$ cat src/rtl/alu_add_sub_pipe_if.sv
// Operand/result handshake bundle for alu_add_sub_pipe.
// master drives operands and out_ready; slave is the ALU.
interface alu_add_sub_pipe_if #(
  parameter int unsigned WIDTH = 8
);
  logic             in_valid;
  logic             in_ready;
  logic [WIDTH-1:0] a;
  logic [WIDTH-1:0] b;
  logic [1:0]       op;
  logic             sat;
  logic             acc_clr;
  logic             out_valid;
  logic             out_ready;
  logic [WIDTH-1:0] result;
  logic             ovf;
  logic             zero;
  logic             neg;
  logic             ovf_sticky;

  modport master (
    output in_valid, a, b, op, sat, acc_clr, out_ready,
    input  in_ready, out_valid, result, ovf, zero, neg, ovf_sticky
  );

  modport slave (
    input  in_valid, a, b, op, sat, acc_clr, out_ready,
    output in_ready, out_valid, result, ovf, zero, neg, ovf_sticky
  );
endinterface

$ cat src/rtl/alu_add_sub_pipe.sv
// Registered signed add/sub with accumulator, wrap/saturate and valid/ready handshake.
// Define ALU_STICKY_OVF_EN to build the sticky overflow flag; otherwise ovf_sticky is 0.
module alu_add_sub_pipe #(
  parameter int unsigned      WIDTH    = 8,
  parameter logic [WIDTH-1:0] ACC_INIT = '0
) (
  input logic               clk,
  input logic               rst,
  alu_add_sub_pipe_if.slave bus
);
  localparam logic [WIDTH-1:0] MAX_VAL = {1'b0, {(WIDTH-1){1'b1}}};
  localparam logic [WIDTH-1:0] MIN_VAL = {1'b1, {(WIDTH-1){1'b0}}};

  logic             out_valid_reg;
  logic [WIDTH-1:0] result_reg;
  logic             ovf_reg;
  logic             zero_reg;
  logic             neg_reg;
  logic [WIDTH-1:0] acc_reg;

  logic             in_ready_next;
  logic             accept;
  logic [WIDTH-1:0] opnd_l;
  logic [WIDTH-1:0] opnd_r;
  logic             is_sub;
  logic [WIDTH:0]   ext_l;
  logic [WIDTH:0]   ext_r;
  logic [WIDTH:0]   ext_r_inv;
  logic [WIDTH:0]   sum_next;
  logic             ovf_next;
  logic [WIDTH-1:0] result_next;

  assign in_ready_next = !rst && (!out_valid_reg || bus.out_ready);
  assign accept        = bus.in_valid && in_ready_next;

  // op[1] swaps in the accumulator as the left operand and a as the right one.
  assign opnd_l = bus.op[1] ? acc_reg : bus.a;
  assign opnd_r = bus.op[1] ? bus.a   : bus.b;
  assign is_sub = bus.op[0];
  assign ext_l  = {opnd_l[WIDTH-1], opnd_l};
  assign ext_r  = {opnd_r[WIDTH-1], opnd_r};

  // Subtract as l + ~r + 1 in WIDTH+1 bits so that r = MIN never needs a WIDTH-bit negate.
  generate
    for (genvar gi = 0; gi <= WIDTH; gi++) begin : g_inv
      assign ext_r_inv[gi] = ext_r[gi] ^ is_sub;
    end
  endgenerate

  always_comb begin
    sum_next    = ext_l + ext_r_inv + {{WIDTH{1'b0}}, is_sub};
    ovf_next    = sum_next[WIDTH] ^ sum_next[WIDTH-1];
    result_next = sum_next[WIDTH-1:0];
    if (bus.sat && ovf_next) begin
      result_next = sum_next[WIDTH] ? MIN_VAL : MAX_VAL;
    end
  end

  always_ff @(posedge clk) begin
    if (rst) begin
      out_valid_reg <= 1'b0;
      result_reg    <= '0;
      ovf_reg       <= 1'b0;
      zero_reg      <= 1'b0;
      neg_reg       <= 1'b0;
    end else if (accept) begin
      out_valid_reg <= 1'b1;
      result_reg    <= result_next;
      ovf_reg       <= ovf_next;
      zero_reg      <= (result_next == '0);
      neg_reg       <= result_next[WIDTH-1];
    end else if (bus.out_ready) begin
      out_valid_reg <= 1'b0;
    end
  end

  // acc_clr outranks an accumulator op in the same cycle; that beat still used the old acc.
  always_ff @(posedge clk) begin
    if (rst) begin
      acc_reg <= ACC_INIT;
    end else if (bus.acc_clr) begin
      acc_reg <= ACC_INIT;
    end else if (accept && bus.op[1]) begin
      acc_reg <= result_next;
    end
  end

`ifdef ALU_STICKY_OVF_EN
  logic ovf_sticky_reg;

  always_ff @(posedge clk) begin
    if (rst) begin
      ovf_sticky_reg <= 1'b0;
    end else if (accept && ovf_next) begin
      ovf_sticky_reg <= 1'b1;
    end else if (bus.acc_clr) begin
      ovf_sticky_reg <= 1'b0;
    end
  end

  assign bus.ovf_sticky = ovf_sticky_reg;
`else
  assign bus.ovf_sticky = 1'b0;
`endif

  assign bus.in_ready  = in_ready_next;
  assign bus.out_valid = out_valid_reg;
  assign bus.result    = result_reg;
  assign bus.ovf       = ovf_reg;
  assign bus.zero      = zero_reg;
  assign bus.neg       = neg_reg;
endmodule

$ cat src/flat_wrapper.sv
// flat-port wrapper written by rule: the top's interface ports become plain ports
module alu_add_sub_pipe_flat 
#(
  parameter int unsigned      WIDTH    = 8,
  parameter logic [WIDTH-1:0] ACC_INIT = '0
)
  (clk, rst, bus_in_valid, bus_a, bus_b, bus_op, bus_sat, bus_acc_clr, bus_out_ready, bus_in_ready, bus_out_valid, bus_result, bus_ovf, bus_zero, bus_neg, bus_ovf_sticky);
  alu_add_sub_pipe_if #(.WIDTH(WIDTH)) bus_i ();
  input logic clk;
  input logic rst;
  input wire logic [$bits(bus_i.in_valid)-1:0] bus_in_valid;
  input wire logic [$bits(bus_i.a)-1:0] bus_a;
  input wire logic [$bits(bus_i.b)-1:0] bus_b;
  input wire logic [$bits(bus_i.op)-1:0] bus_op;
  input wire logic [$bits(bus_i.sat)-1:0] bus_sat;
  input wire logic [$bits(bus_i.acc_clr)-1:0] bus_acc_clr;
  input wire logic [$bits(bus_i.out_ready)-1:0] bus_out_ready;
  output wire logic [$bits(bus_i.in_ready)-1:0] bus_in_ready;
  output wire logic [$bits(bus_i.out_valid)-1:0] bus_out_valid;
  output wire logic [$bits(bus_i.result)-1:0] bus_result;
  output wire logic [$bits(bus_i.ovf)-1:0] bus_ovf;
  output wire logic [$bits(bus_i.zero)-1:0] bus_zero;
  output wire logic [$bits(bus_i.neg)-1:0] bus_neg;
  output wire logic [$bits(bus_i.ovf_sticky)-1:0] bus_ovf_sticky;
  assign bus_i.in_valid = bus_in_valid;
  assign bus_i.a = bus_a;
  assign bus_i.b = bus_b;
  assign bus_i.op = bus_op;
  assign bus_i.sat = bus_sat;
  assign bus_i.acc_clr = bus_acc_clr;
  assign bus_i.out_ready = bus_out_ready;
  assign bus_in_ready = bus_i.in_ready;
  assign bus_out_valid = bus_i.out_valid;
  assign bus_result = bus_i.result;
  assign bus_ovf = bus_i.ovf;
  assign bus_zero = bus_i.zero;
  assign bus_neg = bus_i.neg;
  assign bus_ovf_sticky = bus_i.ovf_sticky;
  alu_add_sub_pipe #(.WIDTH(WIDTH), .ACC_INIT(ACC_INIT)) u_core (.clk(clk), .rst(rst), .bus(bus_i));
endmodule
$ cat config.mk
export PLATFORM = sky130hd
export DESIGN_NAME = alu_add_sub_pipe_flat
export DESIGN_NICKNAME = d
export VERILOG_FILES = /design/src/rtl/alu_add_sub_pipe_if.sv /design/src/rtl/alu_add_sub_pipe.sv /design/src/flat_wrapper.sv
export SDC_FILE = /design/constraint.sdc
export NUM_CORES = 1
export LEC_CHECK = 0
export CORE_MARGIN = 2
export CORE_UTILIZATION = 30
export CTS_CLUSTER_SIZE = 12
export DETAILED_ROUTE_END_ITERATION = 10
export GPL_TIMING_DRIVEN = 0
export MAX_ROUTING_LAYER = met4
export SLEW_MARGIN = 0
export SYNTH_ARGS = -nofsm -noshare
export SYNTH_HDL_FRONTEND = slang
export SYNTH_SLANG_ARGS = --single-unit
export TNS_END_PERCENT = 10
$ cat constraint.sdc
create_clock -name clk -period 3.89 [get_ports clk]
set_input_delay 0.389 -clock clk [delete_from_list [all_inputs] [get_ports clk]]
set_output_delay 0.389 -clock clk [all_outputs]
set_load 0.1 [all_outputs]
## Word level (Yosys, flattened, before mapping)

Index checks and enable logic that the tools add are counted.

| word-level totals | value |
|---|---|
| register bits after elaboration | 20 |
| bits in latches | 0 |
| bits in writable memories | 0 |
| memory bits (read-only) | 0 |
| input port bits | 24 |
| output and inout bits | 14 |
| word-level logic and storage cells | 33 |
| memories | 0 |

| operators by class | value |
|---|---|
| $add $sub $neg | 2 |
| multiply operators | 0 |
| div/mod/pow operators | 0 |
| magnitude comparators | 0 |
| equal/unequal tests | 0 |
| shift operators | 0 |
| mux-type cells | 6 |
| bitwise gates (word level) | 9 |
| reduce and logical (&&, ||, !) cells | 10 |

Operators by type and width:

| cell | number |
|---|---|
| 2-to-1 mux 8 bit | 4 |
| adder 8 x 8 -> 9 bit | 1 |
| adder 9 x 1 -> 9 bit | 1 |
| XOR 1 bit | 9 |
| zero test 8 bit | 1 |
| logical AND 1 bit | 4 |
| zero test 1 bit | 2 |
| 2-to-1 mux 1 bit | 2 |
| nonzero test 2 bit | 1 |
| OR reduction 2 bit | 1 |
| logical OR 1 bit | 1 |

## Longest topological paths before layout

| logic depth | value |
|---|---|
| word-level depth | 8 |
| depth in mapped cells | 12 |
| depth with buffers taken out | 11 |

## Worst setup path before layout

Ideal clock, no wire load.

| path | value |
|---|---|
| kind | flip-flop to flip-flop |
| from | reg u_core.out_valid_reg, in the netlist u_core.bus.out_valid |
| to | reg u_core.zero_reg, in the netlist u_core.bus.zero |
| setup time | 0.061 ns |
| arrival time | 3.223 ns |
| data required time | 3.829 ns |
| slack | 0.606 ns |
| cell stages (with the launch flop) | 8 |
| path buffers | 0 |
| clock period less this slack | 3.284 ns |
| path through | dfxtp_1 > nor2b_1 > nor2_1 > and2_1 > and4_1 > nand4_1 > nor4b_1 > a31o_1 |

| on the way | value |
|---|---|
| cells in the longest elaborated chain, start to end | 4 |

RTL lines:

| what | line | RTL |
|---|---|---|
| from (decl) | alu_add_sub_pipe.sv:14 | `logic out_valid_reg;` |
| from (signal assigned) | alu_add_sub_pipe.sv:61 | `out_valid_reg <= 1'b0;` |
| from (signal assigned) | alu_add_sub_pipe.sv:67 | `out_valid_reg <= 1'b1;` |
| from (signal assigned) | alu_add_sub_pipe.sv:73 | `out_valid_reg <= 1'b0;` |
| zero test 1 bit | alu_add_sub_pipe.sv:33 | `assign in_ready_next = !rst && (!out_valid_reg \|\| bus.out_ready);` |
| logical OR 1 bit | alu_add_sub_pipe.sv:33 |  |
| logical AND 1 bit | alu_add_sub_pipe.sv:33 |  |
| via bus_in_ready | flat_wrapper.sv:18 | `output wire logic [$bits(bus_i.in_ready)-1:0] bus_in_ready;` |
| logical AND 1 bit | alu_add_sub_pipe.sv:34 | `assign accept = bus.in_valid && in_ready_next;` |
| to (signal assigned) | alu_add_sub_pipe.sv:70 | `zero_reg <= (result_next == '0);` |
| to (decl) | alu_add_sub_pipe.sv:17 | `logic zero_reg;` |

The timed path passes the listed nets, and every way through them passes these cells.
A chain may end at the register's enable or synchronous reset.

## Worst setup path in the final report

| path | value |
|---|---|
| from | in bus_op[1] |
| to | reg u_core.result_reg[4], in the netlist u_core.bus.result[4] |

| on the way | value |
|---|---|
| cells in the longest elaborated chain, start to end | 7 |

RTL lines:

| what | line | RTL |
|---|---|---|
| from (decl) | flat_wrapper.sv:14 | `input wire logic [$bits(bus_i.op)-1:0] bus_op;` |
| 2-to-1 mux 8 bit | alu_add_sub_pipe.sv:38 | `assign opnd_r = bus.op[1] ? bus.a : bus.b;` |
| XOR 1 bit | alu_add_sub_pipe.sv:46 | `assign ext_r_inv[gi] = ext_r[gi] ^ is_sub;` |
| adder 8 x 8 -> 9 bit * | alu_add_sub_pipe.sv:51 | `sum_next = ext_l + ext_r_inv + {{WIDTH{1'b0}}, is_sub};` |
| adder 9 x 1 -> 9 bit * | alu_add_sub_pipe.sv:51 |  |
| XOR 1 bit | alu_add_sub_pipe.sv:52 | `ovf_next = sum_next[WIDTH] ^ sum_next[WIDTH-1];` |
| logical AND 1 bit | alu_add_sub_pipe.sv:54 | `if (bus.sat && ovf_next) begin` |
| 2-to-1 mux 8 bit * | alu_add_sub_pipe.sv:54 |  |
| to (signal assigned) | alu_add_sub_pipe.sv:68 | `result_reg <= result_next;` |
| to (decl) | alu_add_sub_pipe.sv:15 | `logic [WIDTH-1:0] result_reg;` |

Every way passes the cells marked *; elsewhere a longest branch is shown, timed or not.

==> impl_metrics.ini <==
[status]
status = finished, final reports clean

[placed_design]
gp_congestion = 0.759
port_buffers = 33
dp_hpwl_mm = 2.64

[synth]
synth-seq-cells = 19
synth_common_cells = 20 x nand2_1, 19 x dfxtp_1, 18 x o21ai_1, 14 x a21oi_1, 10 x xnor2_1
synth_top_area_cell = dfxtp_1
synth_top_area_frac = 0.268
synth_flop_cell = dfxtp_1
synth.distinct_cells = 44
synth.avg_cell_area_sq_um = 8.30
synth_area_leaders = dfxtp_1 27%, o21ai_1 6.3%, ha_1 6.2%
synthesis.nets = 203
synth_edf_count = 0
yosysMostFrequentCell = nand2_1
synthesis.area_sq_um = 1420
ys_warn_count = 0
synthesis.instances = 171
seq_area_frac_synth = 0.268
async_flop_share = 0

[route]
routed_wl_mm = 3.17
drtIter0Drc = 40
antenna_left = 0
num_vias = 1279
routedWlPerCell_microns = 12.1
via_per_inst = 4.88
route.detailed.drc = 0
first_pass_iters = 4

[clocking]
clock_tree.buffer_depth = 2
root_buffer = clkbuf_8
htreeDepth = 1
clk_latency_ns = 0.25
tritoncts = built
cts_hold_buffers = 0
numClockSinks = 19
cts_buffers = 3
clk_pin_slew_worst_paths_ns = 0.06
cts_setup_buffers = 0
cts.repair.resized = 0

[pwr]
p_leak_nw = 0.742
p_per_area_nw_per_um2 = 439
vdd_ir_drop_max_v = 0.000280

[sta]
fin_setup_tns_ns = 0
hold_ws_ns = 0.454
rsz0062_at_grt = false
finClkSkew_ns = 0.00236
final_hold_viol_count = 0
fmax_mhz = 287
min_period_ns = 3.48
drv_slew = 0
fin_crit_sh = 0.895
max-slew-margin-rel = 0.353
setup_violations = 0
worstMarginPinSlew_ns = 0.967

[die]
core_area_sq_um = 4630
ios = 38
die_w_microns = 72.8
start_util = 0.306
rows = 25
die_y_microns = 72.8
dieArea_sq_um = 5300

[global_route]
grt_pass1_vias = 1169
grt_antenna_before_repair = 0
grt_usage = 0.123
grt_max_degree = 11
grt_overflow = 0
grt_pass1_wl_mm = 5.08

[worst_setup_path]
path_class = in2reg
worstPathArrival_ns = 3.61
worstPathMaxFanout = 10
ff2ff_path_depth = 10
crit_path_end = u_core.bus.result[4]$_SDFFE_PP0P_
regToRegEndpoint = u_core.bus.zero$_SDFFE_PP0P_
startpoint_type = input pin
timing.critical_path.from = bus_op[1]
r2r_setup_slack_ns = 0.98
r2r_start = u_core.acc_reg[0]$_SDFFE_PP0P_
end_kind = flip-flop
required_ns = 4.02

[final_layout]
nFillCells = 469
antenna_cells = 0
largest_reg_flops = 8
final_nets = 241
syn_to_final_growth_pct = 31.2
drive_gt1_frac = 0.0913

[worst_hold_path]
hold_path.class = reg2reg

[flow_run]
drv_cap = 0
[through the flow]
stage	setup slack [ns]	instances	area, sq um	total power, mW	utilization
after floorplan	0.606	171	1420	0.585	-
after global placement	0.158	258	1820	0.687	0.392
after detailed placement	0.141	258	1820	0.692	0.392
after CTS	0.396	262	1860	0.826	0.402
after global routing	0.182	262	1860	0.871	0.402
final	0.409	262	1860	0.816	0.402
[critical path: stages]
cell and delay, ns:
buf_2 0.20, buf_1 0.48, mux2_2 0.40, ha_1 0.33, nor2b_1 0.18, o31ai_1 0.37, a21oi_1 0.18, o22ai_1 0.49
nand2_1 0.18, a32oi_1 0.33, o21ai_1 0.09
[cell type report]
cell class                      instances  area (sq um)  area share
Buffer                                  7          38.8      0.0208
Inverter                                8          30.0      0.0161
Timing Repair Buffer                   33           330       0.177
Tap cell                               54          67.6      0.0363
Multi-Input combinational cell        137           970       0.521
Clock buffer                            4          45.0      0.0242
Sequential cell                        19           380       0.204
[layout by cell type (no fill, tap or decap), drive strengths merged, types with 2 or more instances in the layout]
cell / count
mux2: 7
nand2: 20
and2: 2
clkbuf: 6
o31ai: 2
nor2: 9
inv: 7
o21ai: 22
buf: 5
a31o: 2
dfxtp: 19
nor2b: 2
ha: 7
a31oi: 3
xnor2: 10
nand3: 8
xor2: 3
a21oi: 14
mux2i: 9
clkdlybuf4s50: 33
[power by group]
group	total, mW	internal, mW	switching (mW)
Clock	0.132	0.0727	0.0592
Combinational	0.459	0.149	0.310
Sequential	0.226	0.215	0.0106
[worst min path at each step]
| stage | from | end | slack [ns] | cells past startpoint |
|---|---|---|---|---|
| 6_report | u_core.acc_reg[7]$_SDFFE_PP0P_ | u_core.acc_reg[7]$_SDFFE_PP0P_ | 0.45 | 2 |
| 5_1_grt | u_core.acc_reg[7]$_SDFFE_PP0P_ | u_core.acc_reg[7]$_SDFFE_PP0P_ | 0.48 | 2 |
| 2_1_floorplan | u_core.acc_reg[2]$_SDFFE_PP0P_ | u_core.acc_reg[2]$_SDFFE_PP0P_ | 0.42 | 2 |
| 3_5_place_dp | u_core.acc_reg[7]$_SDFFE_PP0P_ | u_core.acc_reg[7]$_SDFFE_PP0P_ | 0.45 | 2 |
| 3_3_place_gp | u_core.bus.ovf$_SDFFE_PP0P_ | u_core.bus.ovf$_SDFFE_PP0P_ | 0.45 | 2 |
| 4_1_cts | u_core.acc_reg[7]$_SDFFE_PP0P_ | u_core.acc_reg[7]$_SDFFE_PP0P_ | 0.46 | 2 |
[layer usage]
layer / GRT usage / vias up / wire length, microns
met1: 0.153 / 568 / 1480
met4: 0.0185 / 0 / 17
met5: - / - / 0
met3: 0.0318 / 2 / 138
li1: - / 683 / -
met2: 0.204 / 26 / 1540
[logic make-up after synthesis]
kind of cell | count (synthesis) | share of synthesized area
AOI/OAI and AO/OA | 50 | 0.227
xor gates and xnor gates | 13 | 0.0935
adders and majority gates | 8 | 0.0758
buffers and inverters | 15 | 0.0485
DFF | 19 | 0.268
muxes | 16 | 0.122
other | 1 | 0.00264
and+or+nand+nor | 49 | 0.163
No activity file was read; power rests on OpenSTA's default activity.
